### config.mk
export PLATFORM = sky130hd
export DESIGN_NAME = mem_access_stage
export DESIGN_NICKNAME = d
export VERILOG_FILES = /design/src/rtl/mem_access_stage.sv
export SDC_FILE = /design/constraint.sdc
export NUM_CORES = 1
export LEC_CHECK = 0
export ABC_AREA = 1
export BUFFER_PORTS_ARGS = -buffer_cell sky130_fd_sc_hd__clkbuf_2
export CAP_MARGIN = 25
export CORE_UTILIZATION = 43
export DETAILED_ROUTE_END_ITERATION = 10
export MAX_ROUTING_LAYER = met4
export PLACE_DENSITY_LB_ADDON = 0.08
export SETUP_SLACK_MARGIN = 0.3
export SLEW_MARGIN = 25
export SYNTH_ARGS = -nofsm -noshare
export SYNTH_HDL_FRONTEND = slang
export SYNTH_SLANG_ARGS = --single-unit
### constraint.sdc
create_clock -name clk -period 1.33 [get_ports clk]
set_input_delay 0.0665 -clock clk [delete_from_list [all_inputs] [get_ports clk]]
set_output_delay 0.0665 -clock clk [all_outputs]
set_load 0.05 [all_outputs]
### src/rtl/mem_access_stage.sv
// Memory access pipeline stage: issues one-cycle load/store strobes, waits for mem_done
// with a 15-cycle timeout, retires to writeback. Optional MEM_ALIGN_CHECK_EN traps odd addresses.
module mem_access_stage (
  input  logic        clk,
  input  logic        rst,
  input  logic [15:0] alu_result,
  input  logic [15:0] write_data,
  input  logic        valid_in,
  input  logic        mem_read,
  input  logic        mem_write,
  input  logic [15:0] mem_rdata,
  input  logic        mem_done,
  output logic [15:0] mem_addr,
  output logic [15:0] mem_wdata,
  output logic        mem_rd_en,
  output logic        mem_wr_en,
  output logic [15:0] read_data,
  output logic        stall,
  output logic        valid_out,
  output logic        err
);

  localparam logic [2:0] S_IDLE = 3'd0;
  localparam logic [2:0] S_REQ  = 3'd1;
  localparam logic [2:0] S_WAIT = 3'd2;
  localparam logic [2:0] S_DONE = 3'd3;
  localparam logic [2:0] S_ERR  = 3'd4;

  logic [2:0] state;
  logic [2:0] state_nxt;
  logic       is_load;
  logic [3:0] tmo_cnt;
  logic       mem_op;
  logic       one_op;
  logic       bad_req;

  assign mem_op = valid_in & (mem_read | mem_write);
  assign one_op = valid_in & (mem_read ^ mem_write);

`ifdef MEM_ALIGN_CHECK_EN
  assign bad_req = (valid_in & mem_read & mem_write) | (one_op & alu_result[0]);
`else
  assign bad_req = valid_in & mem_read & mem_write;
`endif

  always_comb begin
    state_nxt = state;
    case (state)
      S_IDLE: begin
        if (bad_req)     state_nxt = S_ERR;
        else if (one_op) state_nxt = S_REQ;
      end
      S_REQ:  state_nxt = mem_done ? S_DONE : S_WAIT;
      // The 15th consecutive WAIT cycle without mem_done sees tmo_cnt == 14.
      S_WAIT: begin
        if (mem_done)              state_nxt = S_DONE;
        else if (tmo_cnt == 4'd14) state_nxt = S_ERR;
      end
      S_DONE: state_nxt = S_IDLE;
      S_ERR:  state_nxt = S_ERR;
      default: state_nxt = S_ERR;
    endcase
  end

  always_ff @(posedge clk) begin
    if (rst) begin
      state     <= S_IDLE;
      is_load   <= 1'b0;
      tmo_cnt   <= 4'd0;
      mem_addr  <= 16'h0000;
      mem_wdata <= 16'h0000;
      read_data <= 16'h0000;
    end else begin
      state <= state_nxt;
      case (state)
        S_IDLE: begin
          if (one_op && !bad_req) begin
            mem_addr  <= alu_result;
            mem_wdata <= write_data;
            is_load   <= mem_read;
          end
        end
        S_REQ: begin
          tmo_cnt <= 4'd0;
          if (mem_done && is_load) read_data <= mem_rdata;
        end
        S_WAIT: begin
          if (mem_done) begin
            if (is_load) read_data <= mem_rdata;
          end else begin
            tmo_cnt <= tmo_cnt + 4'd1;
          end
        end
        default: ;
      endcase
    end
  end

  assign mem_rd_en = (state == S_REQ) &  is_load;
  assign mem_wr_en = (state == S_REQ) & ~is_load;
  assign err       = (state == S_ERR);
  assign valid_out = (state == S_DONE) |
                     ((state == S_IDLE) & valid_in & ~mem_read & ~mem_write);
  assign stall     = (state == S_REQ) | (state == S_WAIT) | (state == S_ERR) |
                     ((state == S_IDLE) & mem_op);

endmodule
### Word-level counts from Yosys, hierarchy flattened

Cells that the tools add are included.

* register bits after elaboration: 56
* bits of input ports: 54
* output and inout bits: 53
* word-level logic and storage cells: 58

* $add $sub $neg: 1
* equality and inequality tests: 11
* muxes and demuxes: 12
* bitwise operators: 19
* reductions and logical operators: 9

Operator list (number)
* $mux W16: 3
* $pmux W16 S2: 1
* $mux W3: 4
* $pmux W3 S4: 1
* $and A1 B1 Y1: 10
* $ne A2 B2 Y1 const B: 4
* $pmux W4 S2: 1
* $eq A3 B2 Y1 const B: 2
* $ne A3 B3 Y1 const B: 2
* $reduce_and A2 Y1: 3
* $or A1 B1 Y1: 5
* $add A4 B1 Y4 const B: 1
* $eq A4 B4 Y1 const B: 1
* $mux W4: 1
* $reduce_and A4 Y1: 1
* $eq A3 B1 Y1 const B: 1
* $eq A3 B3 Y1 const B: 1
* $logic_not A3 Y1: 1
* $not A1 Y1: 3
* $logic_and A1 B1 Y1: 2
* $reduce_bool A2 Y1: 1
* $logic_not A1 Y1: 1
* $mux W1: 1
* $xor A1 B1 Y1: 1

### Longest topological paths before layout

Gate-level depths: netlist (run 1).

* word-level depth: 5
* gate-level depth with buffers: 10
* gate-level depth less buffers: 9

### Least setup slack after synthesis (run 1)

No wires, ideal clock.

* path type: reg2out
* from: register state[2]
* to: output port stall
* arrival time: 2084 ps
* data required time: 1263 ps
* path slack: -821 ps
* stages on the path, launching flop included: 5
* buffers on the path: 0
* path through: dfxtp_1 -> inv_1 -> nor3_1 -> nor2_1 -> o31ai_1

* elaborated cells between the ends (all ways): 8
* classes of those cells: eq/ne: 3; bitwise: 4; reduce/logical: 1

RTL lines
* from (decl): RTL line 29 `logic [2:0] state;`
* from (signal assigned): RTL line 74 `state <= state_nxt;`
* $eq A3 B3 Y1
* named net err: RTL line 20 `output logic err`
* $or A1 B1 Y1 (2 in a row): RTL line 104 `assign stall = (state == S_REQ) | (state == S_WAIT) | (state == S_ERR) |`
* to (decl): RTL line 18 `output logic stall,`

The timed path passes the listed nets, and every way through them passes these cells.

### Final worst setup path (run 1)

* from: register state[2]
* to: output port valid_out

* longest elaborated chain between the ends: 5
* elaborated cells between the ends (all ways): 6
* classes of those cells: eq/ne: 1; bitwise: 4; reduce/logical: 1

RTL lines
* $logic_not A3 Y1: RTL line 103 `((state == S_IDLE) & valid_in & ~mem_read & ~mem_write);`
* $and A1 B1 Y1 (3 in a row): RTL line 103
* $or A1 B1 Y1 (*): RTL line 102 `assign valid_out = (state == S_DONE) |`
* to (decl): RTL line 19 `output logic valid_out,`

Mark *: on every way between the ends. The rest lies on a longest branch, timed or not.

==> metrics.txt, run 1 <==
status=finished with violations; failing checks=negative setup slack; Mapped Nets=416; Sw Pwr=around 0.0023 W; Worst Hold End=mem_addr[4]; # DRC=0; CTS Buf Count=5; most instantiated library cell after synthesis=nor2_1; top cell type's share of synthesized area=roughly 44%; Multi-input gate area=~1200 µm²; Mean Syn Cell Area=between 7 and 8 µm²; CP max FO=3; Startpoint Class=flop; critical path class=reg2out; Worst path max stage delay=approximately 0.38 ns; DP HPWL=a little over 4 mm; htree depth=2; Max Cap Viol=0; Crit Reg-Reg Endpoint=mem_addr[10]; Slew headroom=79.67%; Synth Flop Type=dfxtp_1; routability congestion estimate=between 0.7 and 0.8; Worst-Skew Late Latency=0.31 ns; Comb pwr share=between 40 and 50%; min cycle time layout=1.471 ns; nets=about 580; Synth Area in XOR/XNOR=0%; Sequential cell area=roughly 1100 µm²; first-pass GRT wire length=between 10 and 15 mm; flop-to-flop setup slack=-0.10 ns; core area=around 5600 µm²; Via-to-Cell Ratio=around 4.7; sequential fraction of the synthesis area=approximately 44%; share of layout cells above drive strength 1=between 30 and 40%; n_diodes=0; hold_sp=alu_result[4]; final setup vio count=45; Die Wd=around 80 µm; Worst EP required=roughly 1.3 ns; worst hold path depth=3; Worst-Margin Slew=0.3049 ns; 1st-pass router iterations=5; Fin. Hold Viols=0; Max VDD drop=0.0009705 V; YS warnings=0; R2R depth=8; Pwr Total=0.005807 W; DRT iter0 DRCs=121; post-place setup slack=around 0.008 ns; adder-cell share of the synthesized area=1.477%; mux contribution to synthesized area=0%; Top Ports=between 100 and 150; crit path DAT=about 1.4 ns; GR Overflow Total=0; Max Clk Rate=about 680 MHz; final hold slack=roughly 0.00099 ns; initial antenna violation count=0; Critical R2R Launch=state[2]; Final WS setup=-0.1409 ns; GRT Resource Usage Total=around a quarter; commonest cells in the synthesized netlist=nor2_1 (96), inv_1 (60), dfxtp_1 (56); Distinct cells, synth=25; CTS tree=built; Final Cycle Share=110.6%; Compound-Gate Fraction of Synth Area=7.779%; I/O Buffers=106; Final ANT Viol Nets=0; Layout Utilization=around 74%; Pint=approximately 0.0035 W; Cell Pwr Density=about 1400 nW/µm²; Layout area overhead=62.28%; synthesized flop and latch total=between 50 and 60; CTS max path bufs=2; Leak=just over 2 nW; CP cell instances=nor2_4, nand2_4, inv_2, nand4_1, nand2_4, clkbuf_16; WL/cell=between 10 and 15 µm; CP max stage cell=dfxtp_4; Cell Area, Synth=2541 µm²; drt total wl=roughly 7.4 mm; clk root buf=clkbuf_8; Sw Ratio=39.07%; Mapped Cells=~360; pin count of the biggest net entering global routing=34; setup TNS=-2.379 ns; post-synthesis simple-gate area fraction=between 30% and 40%; Top cell by count, worst path=nand2_4; EDFF count, synth=0; clock sinks=56; HP Class=in2reg; Layout Skew=about 0.0034 ns; Core Rows=27; die height=78.88 µm; main combinational cell family by area after synthesis=simple AND/OR/NAND/NOR gates; vias in the first global route=between 2k and 3k; area leader, netlist=dfxtp_1; final-layout fill cell count=about 430; sequential share of power=between 30% and 40%; CP endpoint kind=primary output; RSZ-0062 raised after global routing=true; total die area=6221 µm²; clock share of power=19.9%; clk slew on worst S/H paths=about 0.1 ns; max-slew violations=0; initial core utilization=around 45%; Synth area leaders=dfxtp_1 (44%), nor2_1 (14%), inv_1 (8.9%), nand2_1 (6.1%), o21ai_0 (5.1%); vias=roughly 2.8k; Async S/R FF share, synth=0%
metal layers:
metal / vias up / part of all wire, % / track usage (%) / routed length, µm
met2: 94 / 52 / 42.26 / 3855
met3: 11 / 4.8 / 4.943 / 360
li1: 1426 / - / - / -
met5: - / 0 / - / 0
met4: 0 / 1.8 / 7.091 / 131
met1: 1239 / 42 / 28.46 / 3100
flip-flops by register name (all words and copies together), names as in the netlist:
register,cells
mem_addr,16
mem_wdata,16
read_data,16
tmo_cnt,4
state,3
is_load,1
metrics by stage:
step | cells | instance area (µm²)
after floorplan | 359 | 2644
after global placement | 533 | 3227
after detailed placement | 533 | 3227
after CTS | 590 | 3981
after global routing | 593 | 4124
final | 593 | 4124
power groups by stage:
stage	logic, W	clock network (W)	registers, W
2_1_floorplan	0.000922	0	0.00255
3_3_place_gp	0.00186	0	0.00203
3_5_place_dp	0.00187	0	0.00203
4_1_cts	0.00243	0.00117	0.00200
5_1_grt	0.00280	0.00125	0.00203
6_report	0.00264	0.00115	0.00201
worst max-delay path, delay by kind of cell, from the launching register on:
family	cells	cell delay [ns]
and+or+nand+nor	4	0.50
DFF	1	0.38
buffers and inverters	2	0.22
area by class of cell:
| type | instances | area share (%) |
|---|---|---|
| Sequential cell | 56 | 27.61 |
| Timing Repair Buffer | 170 | 32.46 |
| Timing Repair inverter | 1 | 0.2124 |
| Multi-Input combinational cell | 224 | 28.88 |
| Inverter | 62 | 5.947 |
| Tap cell | 72 | 2.184 |
| Clock inverter | 2 | 0.9405 |
| Clock buffer | 6 | 1.760 |
how the worst max path moves through the flow:
| stage | startpoint | to | slack (ns) | cells past startpoint |
|---|---|---|---|---|
| after floorplan | state[2] | mem_addr[10] | 0.12 | 7 |
| after global placement | mem_read | mem_wdata[10] | 0.02 | 10 |
| after detailed placement | mem_read | mem_wdata[9] | 0.008 | 10 |
| after CTS | state[0] | valid_out | -0.12 | 6 |
| after global routing | state[2] | valid_out | -0.19 | 6 |
| final | state[2] | valid_out | -0.14 | 6 |
cell families (layout without fill, tap and decap cells):
logic type	after synthesis	after routing
AND/OR/NAND/NOR	181	182
buffers and inverters	80	241
flip-flops	56	56
AO/OA/AOI/OAI	39	39
adder cells (fa/ha/maj)	3	3
placed cells by master, fill, tap and decap left out, types with 2 or more instances in the layout:
cell	count
clkbuf_2	57
nand2_4	5
nor2_1	88
dlygate4sd3_1	32
nand2_2	12
buf_8	8
dfxtp_4	4
ha_1	2
buf_12	2
inv_1	56
dfxtp_1	50
clkbuf_8	5
nand4_1	17
buf_2	16
nand2_1	37
clkbuf_4	27
nor2_2	5
nor2_4	6
buf_4	14
inv_6	2
nand3_4	4
clkbuf_16	2
inv_4	2
nand3_1	6
a21oi_1	3
dfxtp_2	2
buf_6	12
o21ai_0	6
inv_2	3
o21ai_1	27
repair_timing:
action / CTS / global route
pin swaps: 12 / 29
buffers inserted: 14 / 2
gates cloned: 3 / 1
endpoints found under the setup margin: 65 / 101
hold buffers: 32 / 0
endpoints found under the hold margin: 35 / 0
gates resized for setup: 54 / 95
(Power assumes the default switching activity.)
==> run 2, diff against run 1 <==
--- a/config.mk
+++ b/config.mk
@@ -12,7 +12,7 @@
 export DETAILED_ROUTE_END_ITERATION = 10
 export MAX_ROUTING_LAYER = met4
 export PLACE_DENSITY_LB_ADDON = 0.08
-export SETUP_SLACK_MARGIN = 0.3
+export SETUP_SLACK_MARGIN = 0.1
 export SLEW_MARGIN = 25
 export SYNTH_ARGS = -nofsm -noshare
 export SYNTH_HDL_FRONTEND = slang
==> metrics.txt, run 2 (synthesized netlist as in run 1, its figures left out) <==
most frequent cells in the layout=clkbuf_2 (101), nor2_1 (76), dfxtp_1 (51); htree depth=2 (unchanged); final setup vio count=53 (+18%); Placed Area=3158 µm² (-2.1%); clk root buf=clkbuf_8; # DRC=0 (unchanged); Critical R2R Launch=state[0]; critical path class=reg2out; I/O Buffers=106 (unchanged); CP max stage cell=dfxtp_4; vias in the first global route=2,734 (+3.6%); CP cell instances=buf_4, nor3_4, nor2_4, o31ai_4, buf_8; CTS Buf Count=5 (unchanged); status=finished with violations; routability congestion estimate=0.8214 (+10%); worst setup path end=stall; DP HPWL=4.169 mm (+0.29%); Final WS setup=-0.1024 ns (+0.03847 ns); initial antenna violation count=0 (unchanged); vias=2,742 (-1.0%); Final Cycle Share=107.7% (-2.9 points); R2R depth=8 (unchanged); clk slew on worst S/H paths=0.10 ns (about the same); most common cell after layout, fill and taps aside=clkbuf_2; Multi-input gate area=1226 µm² (+2.9%); Worst path max stage delay=0.38 ns (about the same); final-layout fill cell count=466 (+7.9%); failing checks=negative setup slack; share of layout cells above drive strength 1=41.35% (+3.7 points); Worst-Margin Slew=0.2951 ns (-0.009843 ns); min cycle time layout=1.432 ns (-0.03847 ns); nets=576 (-0.17%); Via-to-Cell Ratio=4.632 (-0.84%); DRT iter0 DRCs=64 (-47%); post-layout instance area=4054 µm² (-1.7%); total die area=6221 µm² (unchanged); Fin. Hold Viols=0 (unchanged); Max Clk Rate=698.1 MHz (+2.7%); 1st-pass router iterations=4 (-1); Startpoint Class=flop; Die Wd=78.88 µm (unchanged); GRT Resource Usage Total=24.07% (-0.27 points); clock sinks=56 (unchanged); biggest regs=mem_addr x16, mem_wdata x16, read_data x16; n_diodes=0 (unchanged); Max VDD drop=0.0007302 V (-25%); Worst EP required=1.26 ns (about the same); drt total wl=7.000 mm (-6.0%); WL/cell=11.82 µm (-5.9%); Max Cap Viol=0 (unchanged); Cell Pwr Density=1366 nW/µm² (-3.0%); CP endpoint kind=primary output; first-pass GRT wire length=11.61 mm (-0.18%); Worst Setup SP=state[0]; CTS max path bufs=2 (unchanged); HP Class=in2reg; final hold slack=0.09048 ns (+0.08950 ns); Sequential cell area=1132 µm² (-0.55%); Crit Reg-Reg Endpoint=mem_wdata[13]; Layout Skew=0.005005 ns (+0.001571 ns); CP max FO=3 (unchanged); initial core utilization=45.31% (unchanged); flop-to-flop setup slack=-0.10 ns (about the same); Layout Utilization=72.29% (-1.2 points); Worst-Skew Late Latency=0.30 ns (about the same); pin count of the biggest net entering global routing=34 (unchanged); post-place setup slack=-0.02029 ns (-0.02831 ns); RSZ-0062 raised after global routing=true; die height=78.88 µm (unchanged); Core Rows=27 (unchanged); CTS tree=built; Slew headroom=80.33% (+0.66 points); Layout area overhead=59.53%; GR Overflow Total=0 (unchanged); Top Ports=107 (unchanged); Leak=2.056 nW (-0.96%); crit path DAT=1.37 ns (-0.03 ns); core area=5608 µm² (unchanged); Final ANT Viol Nets=0 (unchanged); max-slew violations=0 (unchanged)
[run 2: cell count changes in the layout (fill, tap and decap cells not counted), sizes merged]
cell | before | now
clkinv | 0 | 1
clkbuf | 92 | 108
dlygate4sd3 | 32 | 33
bufinv | 1 | 0
buf | 52 | 34
[run 2: worst max-delay path, delay by kind of cell (launching register included)]
kind | cells | cell delay, ns
AO/OA/AOI/OAI | 1 | 0.06
buffers and inverters | 2 | 0.33
flip-flops | 1 | 0.38
AND/OR/NAND/NOR | 2 | 0.30
[run 2: final cells by class]
type	instances	share of cell area (%)
clock inverters	2	0.3395
well taps	72	2.222
inverters	62	6.049
flip-flops and latches	56	27.93
multi-input cells	224	30.25
repair buffers	169	30.77
repair inverters	1	0.4012
clock buffers	6	2.037
[run 2: power breakdown]
group          total, W  switching (W)  internal (W)
logic           0.00255        0.00155       0.00100
clock network  0.000989       0.000561      0.000428
registers       0.00200       0.000128       0.00187
[run 2: timing repair]
item                                   CTS  global route
hold buffers                            31             2
setup endpoints to repair               58            61
gates cloned                             3             1
pin swaps                               22            23
endpoints found under the hold margin   34             2
setup buffers                           12             3
resized for setup                       56            45
[run 2: per-layer routing]
layer	part of all wire (%)	vias to the layer above	GRT usage [%]
li1	-	1419	-
met1	43	1246	26.12
met2	52	69	43.65
met3	4.2	8	5.287
met4	1.1	0	7.636
met5	0	-	-
[run 2: worst min path at each step]
| stage | start | to | slack [ns] | cells after the start |
|---|---|---|---|---|
| floorplan | rst | tmo_cnt[1] | 0.14 | 1 |
| global placement | write_data[13] | mem_wdata[13] | 0.29 | 3 |
| detailed placement | write_data[14] | mem_wdata[14] | 0.29 | 3 |
| CTS | alu_result[11] | mem_addr[11] | 0.005 | 3 |
| global route | mem_rdata[13] | read_data[13] | 0.08 | 5 |
| finish | mem_rdata[5] | read_data[5] | 0.09 | 5 |
[run 2: per-stage QoR]
stage | std cells | power [W] | setup TNS [ns]
5_1_grt | 592 | 0.005837 | -6.919
6_report | 592 | 0.005536 | -2.358
4_1_cts | 587 | 0.005385 | -2.791
3_3_place_gp | 533 | 0.003768 | 0
3_5_place_dp | 533 | 0.003782 | -0.1016
2_1_floorplan | 359 | 0.003399 | -0.2208
==> run 3, diff against run 2 <==
--- a/config.mk
+++ b/config.mk
@@ -5,10 +5,9 @@
 export SDC_FILE = /design/constraint.sdc
 export NUM_CORES = 1
 export LEC_CHECK = 0
-export ABC_AREA = 1
 export BUFFER_PORTS_ARGS = -buffer_cell sky130_fd_sc_hd__clkbuf_2
 export CAP_MARGIN = 25
-export CORE_UTILIZATION = 43
+export CORE_UTILIZATION = 41
 export DETAILED_ROUTE_END_ITERATION = 10
 export MAX_ROUTING_LAYER = met4
 export PLACE_DENSITY_LB_ADDON = 0.08
==> metrics.txt, run 3 <==
Startpoint Class=flop; top cell type's share of synthesized area=49.18% (+5.1 points); hold_sp=mem_read; Mapped Nets=318 (-24%); dpl cells=441 (-17%); routability congestion estimate=0.7805 (-5.0%); Worst Hold End=is_load; crit path DAT=1.75 ns (+0.38 ns); Core Rows=26 (-3.7%); Distinct cells, synth=38 (+52%); Mean Syn Cell Area=8.734 µm² (+23%); Mapped Cells=261 (-27%); Layout Utilization=76.42% (+4.1 points); WL/cell=12.64 µm (+6.9%); YS warnings=0 (unchanged); vias=2,451 (-11%); DP HPWL=3.658 mm (-12%); sequential fraction of the synthesis area=49.18% (+5.1 points); Layout area overhead=75.58%; Worst-Margin Slew=0.3751 ns (+0.07999 ns); Worst-Skew Late Latency=0.31 ns (about the same); final-layout fill cell count=391 (-16%); Max VDD drop=0.0008109 V (+11%); CTS tree=built; Post-Layout Cell Count=514 (-13%); core area=5238 µm² (-6.6%); status=finished with violations; EDFF count, synth=0 (unchanged); Multi-input gate area=1186 µm² (-3.3%); Cell Pwr Density=1590 nW/µm² (+16%); max-slew violations=0 (unchanged); Cell Area, Synth=2280 µm² (-10%); total die area=5862 µm² (-5.8%); Final WS setup=-0.1764 ns (-0.07397 ns); Top Ports=107 (unchanged); nets=500 (-13%); failing checks=negative setup slack; vias in the first global route=2,380 (-13%); GR Overflow Total=0 (unchanged); die height=76.57 µm (-2.9%); Final ANT Viol Nets=0 (unchanged); CP max FO=33 (+30); final setup vio count=60 (+13%); most instantiated library cell after synthesis=nand2_1; post-layout instance area=4003 µm² (-1.3%); share of layout cells above drive strength 1=42.12% (+0.77 points); Placed Area=3062 µm² (-3.1%); GRT Resource Usage Total=23.46% (-0.62 points); Die Wd=76.57 µm (-2.9%); drt total wl=6.496 mm (-7.2%); RSZ-0062 raised after global routing=true; # DRC=0 (unchanged); most common cell after layout, fill and taps aside=clkbuf_2; area leader, netlist=dfxtp_1; CP endpoint kind=flop; R2R depth=6 (-2); n_diodes=0 (unchanged); commonest cells in the synthesized netlist=nand2_1 (69), dfxtp_1 (56), a21oi_1 (36); clk root buf=clkbuf_8; Worst Setup SP=state[1]; flop-to-flop setup slack=-0.18 ns (-0.07 ns); htree depth=2 (unchanged); Pwr Total=0.006364 W (+15%); Synth area leaders=dfxtp_1 (49%), nand2_1 (11%), a21oi_1 (7.9%), mux2i_1 (7.0%), nor2_1 (3.6%); Worst EP required=1.57 ns (+0.31 ns); synthesized flop and latch total=56 (unchanged); I/O Buffers=106 (unchanged); CTS Buf Count=5 (unchanged); 1st-pass router iterations=4 (unchanged); Fin. Hold Viols=0 (unchanged); DRT iter0 DRCs=76 (+19%); Max Cap Viol=0 (unchanged); Sequential cell area=1132 µm² (unchanged); worst hold path depth=4 (-1); Synth Flop Type=dfxtp_1; Slew headroom=74.99% (-5.3 points); Async S/R FF share, synth=0% (unchanged); Crit Reg-Reg Endpoint=mem_wdata[10]; initial antenna violation count=0 (unchanged); Final Cycle Share=113.3% (+5.6 points); HP Class=in2reg; first-pass GRT wire length=10.76 mm (-7.4%); clock sinks=56 (unchanged); initial core utilization=43.53% (-1.8 points); post-place setup slack=-0.06740 ns (-0.04711 ns); pin count of the biggest net entering global routing=34 (unchanged); critical path class=reg2reg; Via-to-Cell Ratio=4.768 (+3.0%); Leak=1.865 nW (-9.3%); min cycle time layout=1.506 ns (+0.07397 ns); Layout Skew=0.008791 ns (+0.003786 ns); biggest regs=mem_addr x16, mem_wdata x16, read_data x16; clk slew on worst S/H paths=0.11 ns (about the same); Critical R2R Launch=state[1]; CTS max path bufs=2 (unchanged); Max Clk Rate=663.8 MHz (-4.9%); most frequent cells in the layout=clkbuf_2 (101), nand2_1 (69), dfxtp_1 (53)
[run 3: cell count changes after synthesis, moves of 8 or more]
cell	delta
nand2_2	-12
nand2_1	+28
nand4_1	-16
inv_1	-56
mux2i_1	+16
o21ai_0	-24
a21oi_1	+32
nor2_1	-74
o21ai_1	-8
[run 3: cell families after synthesis]
family                     count (synthesis)  synth area share (%)
buffers and inverters                     20                 5.214
and+or+nand+nor                          114                 23.00
xor gates and xnor gates                   3                 1.153
DFF                                       56                 49.18
AOI/OAI and AO/OA                         48                 12.35
adders and majority gates                  4                 2.086
muxes                                     16                 7.025
[run 3: routing by layer]
layer  track usage, %  vias to the layer above  share of wire [%]
li1                 -                     1236                  -
met1            26.00                     1140                 42
met2            42.07                       67                 52
met3            4.671                        8                3.9
met4            7.308                        0                1.3
met5                -                        -                  0
[run 3: timing repair]
action / CTS / global route
setup buffers: 14 / 3
setup endpoints to repair: 60 / 61
pin swaps: 14 / 11
hold endpoints to repair: 48 / 0
gates cloned: 0 / 1
hold buffers: 48 / 0
gates resized for setup: 26 / 21
[run 3: layout make-up]
type,count,share of cell area [%]
Clock buffer,6,2.063
Clock inverter,2,0.3439
Inverter,4,0.3751
Multi-Input combinational cell,185,29.63
Sequential cell,56,28.29
Tap cell,70,2.188
Timing Repair Buffer,191,37.11
[run 3: power by group]
part	total [W]	internal (W)	switching, W
combinational	0.00334	0.00156	0.00178
clock	0.00100	0.000428	0.000576
sequential	0.00202	0.00188	0.000140
[run 3: worst max-delay path by stage]
stage	slack, ns	to	cells after the start
floorplan	-0.05	mem_wdata[10]	5
global placement	-0.02	state[1]	5
detailed placement	-0.07	tmo_cnt[3]	4
CTS	-0.18	stall	4
global route	-0.26	valid_out	5
finish	-0.18	mem_wdata[10]	6
[run 3: critical path, cell delays in order (launching register included)]
cell and delay [ns]:
dfxtp_4 0.37, buf_6 0.13, nor3_4 0.24, nor3b_4 0.26
buf_12 0.21, nand2_1 0.09, a21oi_1 0.13
[run 3: through the flow]
step	hold slack, ns	TNS [ns]
6_report	0.1341	-7.252
5_1_grt	0.1490	-11.67
4_1_cts	0.1162	-7.553
3_5_place_dp	0.2950	-0.1491
3_3_place_gp	0.2887	-0.06938
2_1_floorplan	0.2025	-1.556
